**config.mk**
```make
export PLATFORM = sky130hd
export DESIGN_NAME = alu_arbiter
export DESIGN_NICKNAME = d
export VERILOG_FILES = /design/src/rtl/alu_arbiter.sv
export SDC_FILE = /design/constraint.sdc
export NUM_CORES = 1
export LEC_CHECK = 0
export ABC_AREA = 1
export BUFFER_PORTS_ARGS = -buffer_cell sky130_fd_sc_hd__clkbuf_2
export CAP_MARGIN = 20
export CORE_AREA = 2 2 82 84
export DETAILED_ROUTE_END_ITERATION = 10
export DIE_AREA = 0 0 84 86
export GPL_TIMING_DRIVEN = 0
export PLACE_DENSITY_LB_ADDON = 0.15
export SETUP_SLACK_MARGIN = 0.1
export SYNTH_ARGS = -nofsm -noshare
export SYNTH_HDL_FRONTEND = slang
export SYNTH_SLANG_ARGS = --single-unit
```
**constraint.sdc**
```tcl
create_clock -name clk -period 2.1 [get_ports clk]
set_input_delay 0.21 -clock clk [delete_from_list [all_inputs] [get_ports clk]]
set_output_delay 0.21 -clock clk [all_outputs]
set_load 0.03 [all_outputs]
```
**src/rtl/alu_arbiter.sv**
```systemverilog
// alu_arbiter: two-requester round-robin front end sharing one registered ALU
// Ports:
//   clk, rst_n                 clock, async active-low reset
//   reqN_valid/reqN_ready      command handshake per requester (ready pulses in grant cycle)
//   reqN_a, reqN_b, reqN_op    operands and 4-bit opcode per requester
//   respN_valid/respN_ready    result handshake per requester
//   resp_out, resp_of/un/err/zero  shared registered result and flags
//   busy                       high whenever the FSM is not IDLE
module alu_arbiter #(
    parameter int SIZE = 8
) (
    input  logic            clk,
    input  logic            rst_n,
    input  logic            req0_valid,
    input  logic            req1_valid,
    output logic            req0_ready,
    output logic            req1_ready,
    input  logic [SIZE-1:0] req0_a,
    input  logic [SIZE-1:0] req0_b,
    input  logic [SIZE-1:0] req1_a,
    input  logic [SIZE-1:0] req1_b,
    input  logic [3:0]      req0_op,
    input  logic [3:0]      req1_op,
    output logic            resp0_valid,
    output logic            resp1_valid,
    input  logic            resp0_ready,
    input  logic            resp1_ready,
    output logic [SIZE-1:0] resp_out,
    output logic            resp_of,
    output logic            resp_un,
    output logic            resp_err,
    output logic            resp_zero,
    output logic            busy
);
    typedef enum logic [1:0] {IDLE, EXEC, RESP} state_t;
    state_t          state_q;
    logic            prio_q;
    logic            gnt_q;
    logic [SIZE-1:0] a_q;
    logic [SIZE-1:0] b_q;
    logic [3:0]      op_q;
    logic [SIZE-1:0] out_q;
    logic            of_q;
    logic            un_q;
    logic            err_q;
    logic            zero_q;
    logic            any_req;
    logic            gnt_d;
    logic [SIZE:0]   sum;
    logic [SIZE-1:0] alu_out;
    logic            alu_of;
    logic            alu_un;
    logic            alu_err;
    logic            alu_cmp;
    assign any_req = req0_valid | req1_valid;
    // prio_q names the requester that wins a tie
    assign gnt_d = (req0_valid && req1_valid) ? prio_q : req1_valid;
    // ready is combinational so the handshake completes in the IDLE grant cycle;
    // gating with rst_n keeps it low while reset is held
    assign req0_ready = rst_n && state_q == IDLE && any_req && !gnt_d;
    assign req1_ready = rst_n && state_q == IDLE && any_req && gnt_d;
    assign resp0_valid = state_q == RESP && !gnt_q;
    assign resp1_valid = state_q == RESP && gnt_q;
    assign busy = state_q != IDLE;
    assign resp_out = out_q;
    assign resp_of = of_q;
    assign resp_un = un_q;
    assign resp_err = err_q;
    assign resp_zero = zero_q;
    assign sum = {1'b0, a_q} + {1'b0, b_q};
    always_comb begin
        alu_out = '0;
        alu_of  = 1'b0;
        alu_un  = 1'b0;
        alu_err = 1'b0;
        alu_cmp = 1'b0;
        case (op_q)
            4'd0: begin
                alu_out = sum[SIZE-1:0];
                alu_of  = sum[SIZE];
            end
            4'd1: begin
                alu_out = a_q - b_q;
                alu_un  = a_q < b_q;
            end
            // logical shifts by SIZE or more already yield zero
            4'd2: alu_out = a_q << b_q;
            4'd3: alu_out = a_q >> b_q;
            4'd4: begin
                alu_out = SIZE'(a_q == b_q);
                alu_cmp = 1'b1;
            end
            4'd5: begin
                alu_out = SIZE'(a_q > b_q);
                alu_cmp = 1'b1;
            end
            4'd6: begin
                alu_out = SIZE'(a_q < b_q);
                alu_cmp = 1'b1;
            end
            default: alu_err = 1'b1;
        endcase
    end
    always_ff @(posedge clk or negedge rst_n) begin
        if (!rst_n) begin
            state_q <= IDLE;
            prio_q  <= 1'b0;
            gnt_q   <= 1'b0;
            a_q     <= '0;
            b_q     <= '0;
            op_q    <= '0;
            out_q   <= '0;
            of_q    <= 1'b0;
            un_q    <= 1'b0;
            err_q   <= 1'b0;
            zero_q  <= 1'b0;
        end else begin
            case (state_q)
                IDLE: if (any_req) begin
                    gnt_q   <= gnt_d;
                    prio_q  <= !gnt_d;
                    a_q     <= gnt_d ? req1_a : req0_a;
                    b_q     <= gnt_d ? req1_b : req0_b;
                    op_q    <= gnt_d ? req1_op : req0_op;
                    state_q <= EXEC;
                end
                EXEC: begin
                    out_q   <= alu_out;
                    of_q    <= alu_of;
                    un_q    <= alu_un;
                    err_q   <= alu_err;
                    zero_q  <= alu_cmp && alu_out == '0;
                    state_q <= RESP;
                end
                RESP: if (gnt_q ? resp1_ready : resp0_ready) state_q <= IDLE;
                default: state_q <= IDLE;
            endcase
        end
    end
endmodule

```
Word-level counts from Yosys, hierarchy flattened
Cells that the tools add are included. Widths: inputs -> output; s select.

Bits in registers: 36. Word-level logic and storage cells: 60.

Add/subtract/negate cells: 2. Order comparisons: 2. Equal/unequal tests: 11. Shift operators: 2. Multiplexer cells: 13. Bitwise logic cells: 1. Reduce and logical (&&, ||, !) cells: 18.

Operators with widths (count): $pmux 8 s7 (1); $mux 8 (2); $eq 4x3->1 const B (3); $add 8x8->9 (1); $eq 4x2->1 const B (2); $eq 8x8->1 (1); $gt 8x8->1 (1); $logic_and 1x1->1 (8); $logic_not 8->1 (1); $lt 8x8->1 (1); $shl 8x8->8 (1); $shr 8x8->8 (1); $sub 8x8->8 (1); $reduce_or 7->1 (1); $mux 1 (6); $pmux 2 s3 (1); $eq 4x1->1 const B (1); $logic_not 4->1 (1); $mux 2 (2); $mux 4 (1); $reduce_and 2->1 (2); $reduce_or 3->1 (1); $eq 2x1->1 const B (1); $eq 2x2->1 const B (1); other kinds (6) (7).

Logic depth before layout (Yosys ltp)
Depth in word-level cells: 4. Gate-level depth with buffers: 15. Gate-level depth less buffers: 15.

Worst setup path after synthesis
OpenSTA, ideal clock, no wires.

Path kind: register to register. Start point: register b_q[2]. End point: register out_q[7] (netlist: resp_out[7]). Data arrival time: 1920 ps. Slack: 63 ps. Cell stages (with the launch flop): 12. Path buffers: 0. Clock period less this slack: 2037 ps. Cell sequence: dfrtp_1 > clkinv_1 > ha_1 > inv_1 > o31ai_1 > nand4_1 > nand2_1 > nand2_1 > nand3_1 > nand3_1 > nand2_1 > nand2_1.

Word-level cells in the longest chain between the ends: 2. Elaborated cells between the ends (all ways): 5.

Ends and longest elaborated chain: start: declaration (line 40) `logic [SIZE-1:0] b_q;`; start signal: assignment (line 123) `b_q <= gnt_d ? req1_b : req0_b;`; $sub 8x8->8 (tied with other cells) (line 83) `alu_out = a_q - b_q;`; $pmux 8 s7 (*) (line 77) `case (op_q)`; end signal: assignment (line 128) `out_q <= alu_out;`; end: declaration (line 42) `logic [SIZE-1:0] out_q;`.

Mark *: on every way between the ends. The rest lies on a longest branch, timed or not. A chain may end at the register's enable or synchronous reset.

Worst setup path after layout
Start point: register b_q[2]. End point: register zero_q (netlist: resp_zero).

Word-level cells in the longest chain between the ends: 4. Elaborated cells between the ends (all ways): 10.

Ends and longest elaborated chain: $sub 8x8->8 (tied with other cells) (line 83); $pmux 8 s7 (*) (line 77); $logic_not 8->1 (*) (line 132) `zero_q <= alu_cmp && alu_out == '0;`; $logic_and 1x1->1 (*) (line 132); end signal: assignment (line 116) `zero_q <= 1'b0;`; end signal: assignment (line 132); end: declaration (line 46) `logic zero_q;`.

Marked as above.

==> results.yml <==
grt:
  grt_usage_pct: 26.4
  gr-total-overflow: 0
  antenna_found_initial: 0
  grt_pass1_vias: 3250
  grt_max_degree: 38
  grt_first_pass_wirelength_um: 15300
worst_setup_path:
  start_kind: "register"
  crit_required_ns: 2.34
  crit_type: "register to register"
  cp_max_fo: 9
  cp.arrival_ns: 2.26
  cp-end-kind: "register"
synthesis:
  syn_avg_cell_area_sq_um: 6.72
  synth-async-reset-ratio_pct: 100
  synth_edf_count: 0
  yosysWarnings: 0
  synth-main-ff-cell: "dfrtp_1"
  synth_area_sq_mm: 0.00311
  ys_ff_latch: 36
  synth_seq_area_share_pct: 29.0
  ys_types: 38
  synth_nets: 526
  netlist_instances: 462
clock_tree:
  cts-buffers-inserted: 5
  clk_pin_slew_ns: 0.09
  clock_latency_ns: 0.29
  cts_tree: "done"
  htreeDepth: 2
  ctsHoldBuffers: 0
  cts-root-buf: "clkbuf_8"
  cts.sinks: 36
  clk_path_buf_depth: 2
sta:
  min_period_over_period_pct: 96.2
  skew_ns: 0.0116
  finalHoldViolations: 0
  setup_viol: 0
  max_slew_margin_pct: 38.7
  drv_slew: 0
  rsz0062_at_grt: "yes"
  period_minus_slack_ns: 2.02
  tightestPinTransition_ns: 0.920
  worst_hold_slack_ns: 0.0311
  fmax_mhz: 495
pwr:
  p_leak_nw: 2.13
  total_power_mw: 7.49
  vdd_ir_drop_max_mv: 0.957
  cellPowerDensity_mw_per_mm2: 1830
detailed_routing:
  drcViolationCount: 0
  vias: 3549
  wl_um: 9640
  route.detailed.wl_per_inst_um: 15.1
  drt_iter0_drc: 313
  first_pass_iters: 5
  vias_per_cell: 5.55
  ant_nets: 0
cells_and_area:
  mostFrequentLayoutCells: "nand2_1 (111), nand3_1 (76), clkbuf_2 (62), inv_1 (53), buf_4 (32)"
  final_cells: 639
  drive_above_1_share_pct: 31.5
  fin_nets: 625
  diodes: 0
  layout_commonest_cell: "nand2_1"
  utilization_pct: 65.3
  synthToLayoutAreaGrowth_pct: 32.0
  fill_cells: 582
die:
  placementRows: 29
  dieWidth_um: 84
  die_y_um: 86
  io_pins: 63
  core_area_sq_mm: 0.00628
  start_util_pct: 49.5
  die_area_sq_mm: 0.00722
place:
  place.port_buffers: 62
  gp_congestion: 0.899
  dp.cells: 601
  post-dp-hpwl_um: 7200
worst_hold_path:
  hp-class: "input pin to async pin"
run_status:
  status: "complete, no violations"
job:
  drv_cap: 0
## state kept, by name, indices dropped and copies added, names as in the netlist, 2 cells and up
name / cells
a_q: 8
b_q: 8
op_q: 4
resp_out: 8
state_q: 2
## synth_stat cells, drive strengths merged (2+ instances only)
library cell / instances / share of area, %
nand2: 120 / 15
nand3: 79 / 13
inv: 63 / 7.6
nor2: 37 / 5.5
dfrtp: 36 / 29
o21ai: 19 / 3.2
a21oi: 17 / 2.7
ha: 16 / 6.4
nand4: 15 / 3.0
buf: 13 / 3.1
o221ai: 13 / 3.7
o211ai: 8 / 2.1
clkbuf: 5 / 0.60
nor3: 5 / 0.81
a21boi: 2 / 0.48
clkinv: 2 / 0.24
fa: 2 / 1.3
o21bai: 2 / 0.48
o31ai: 2 / 0.48
or2: 2 / 0.48
## worst max-delay path, cell delays in order, from the launching register on
cell      delay, ns
dfrtp_2        0.45
clkinv_4       0.13
ha_4           0.32
a21oi_1        0.10
or2_2          0.31
nand3_1        0.07
nand2_1        0.06
nand3_1        0.08
nand2_1        0.05
inv_1          0.05
nand2_1        0.07
nor2_2         0.14
nand3_1        0.08
nand2_1        0.07
## layout make-up
class | instances | area (sq um) | share of cell area, %
inverters | 65 | 259 | 6.32
repair buffers | 93 | 553 | 13.5
clock inverters | 3 | 46.3 | 1.13
multi-input cells | 343 | 2030 | 49.5
flip-flops and latches | 36 | 908 | 22.2
plain buffers | 17 | 139 | 3.39
clock buffers | 5 | 68.8 | 1.68
well taps | 77 | 96.3 | 2.35
## routing by layer
layer	GRT usage [%]	part of all wire, %
met3	3.75	5.7
met5	0	0
met2	44.7	47
met4	8.06	2.2
met1	35.3	45
## through the flow
| stage | setup WS, ns | TNS [ns] | instance area (sq um) |
|---|---|---|---|
| after floorplan | 0.117 | 0 | 3110 |
| after global placement | -0.328 | -1.20 | 3520 |
| after detailed placement | -0.294 | -1.15 | 3520 |
| after CTS | 0.0758 | 0 | 3790 |
| after global routing | -0.0282 | -0.0282 | 4100 |
| final | 0.0788 | 0 | 4100 |
## report_power, final
part / leakage (nW) / internal, mW / switching [mW]
clock: 0.0548 / 0.358 / 0.284
combinational: 1.62 / 2.15 / 3.32
sequential: 0.447 / 1.02 / 0.361
total: 2.13 / 3.53 / 3.96
## kinds of logic after synthesis
group	after synthesis	share of synthesized area, %
adders and majority gates	18	7.74
AOI/OAI and AO/OA	66	13.9
buffers and inverters	83	11.6
and+or+nand+nor	259	37.8
DFF	36	29.0
## repair_timing
item / in CTS / in global routing
setup endpoints to repair: 12 / 10
buffers inserted: 9 / 22
resized for setup: 27 / 47
pin swaps: 5 / 22
## worst paths after layout
path,cells past startpoint,slack [ns],startpoint,endpoint
max in group asynchronous,1,1.42,rst_n,a_q[3]
min reg2reg,2,0.48,resp_out[2],resp_out[2]
min in group clk,3,0.15,req1_op[2],op_q[2]
min,1,0.03,rst_n,resp_out[1]
max reg2reg,13,0.08,b_q[2],resp_zero
max,13,0.08,b_q[2],resp_zero
Note: power is estimated with default switching activity, not from simulation.
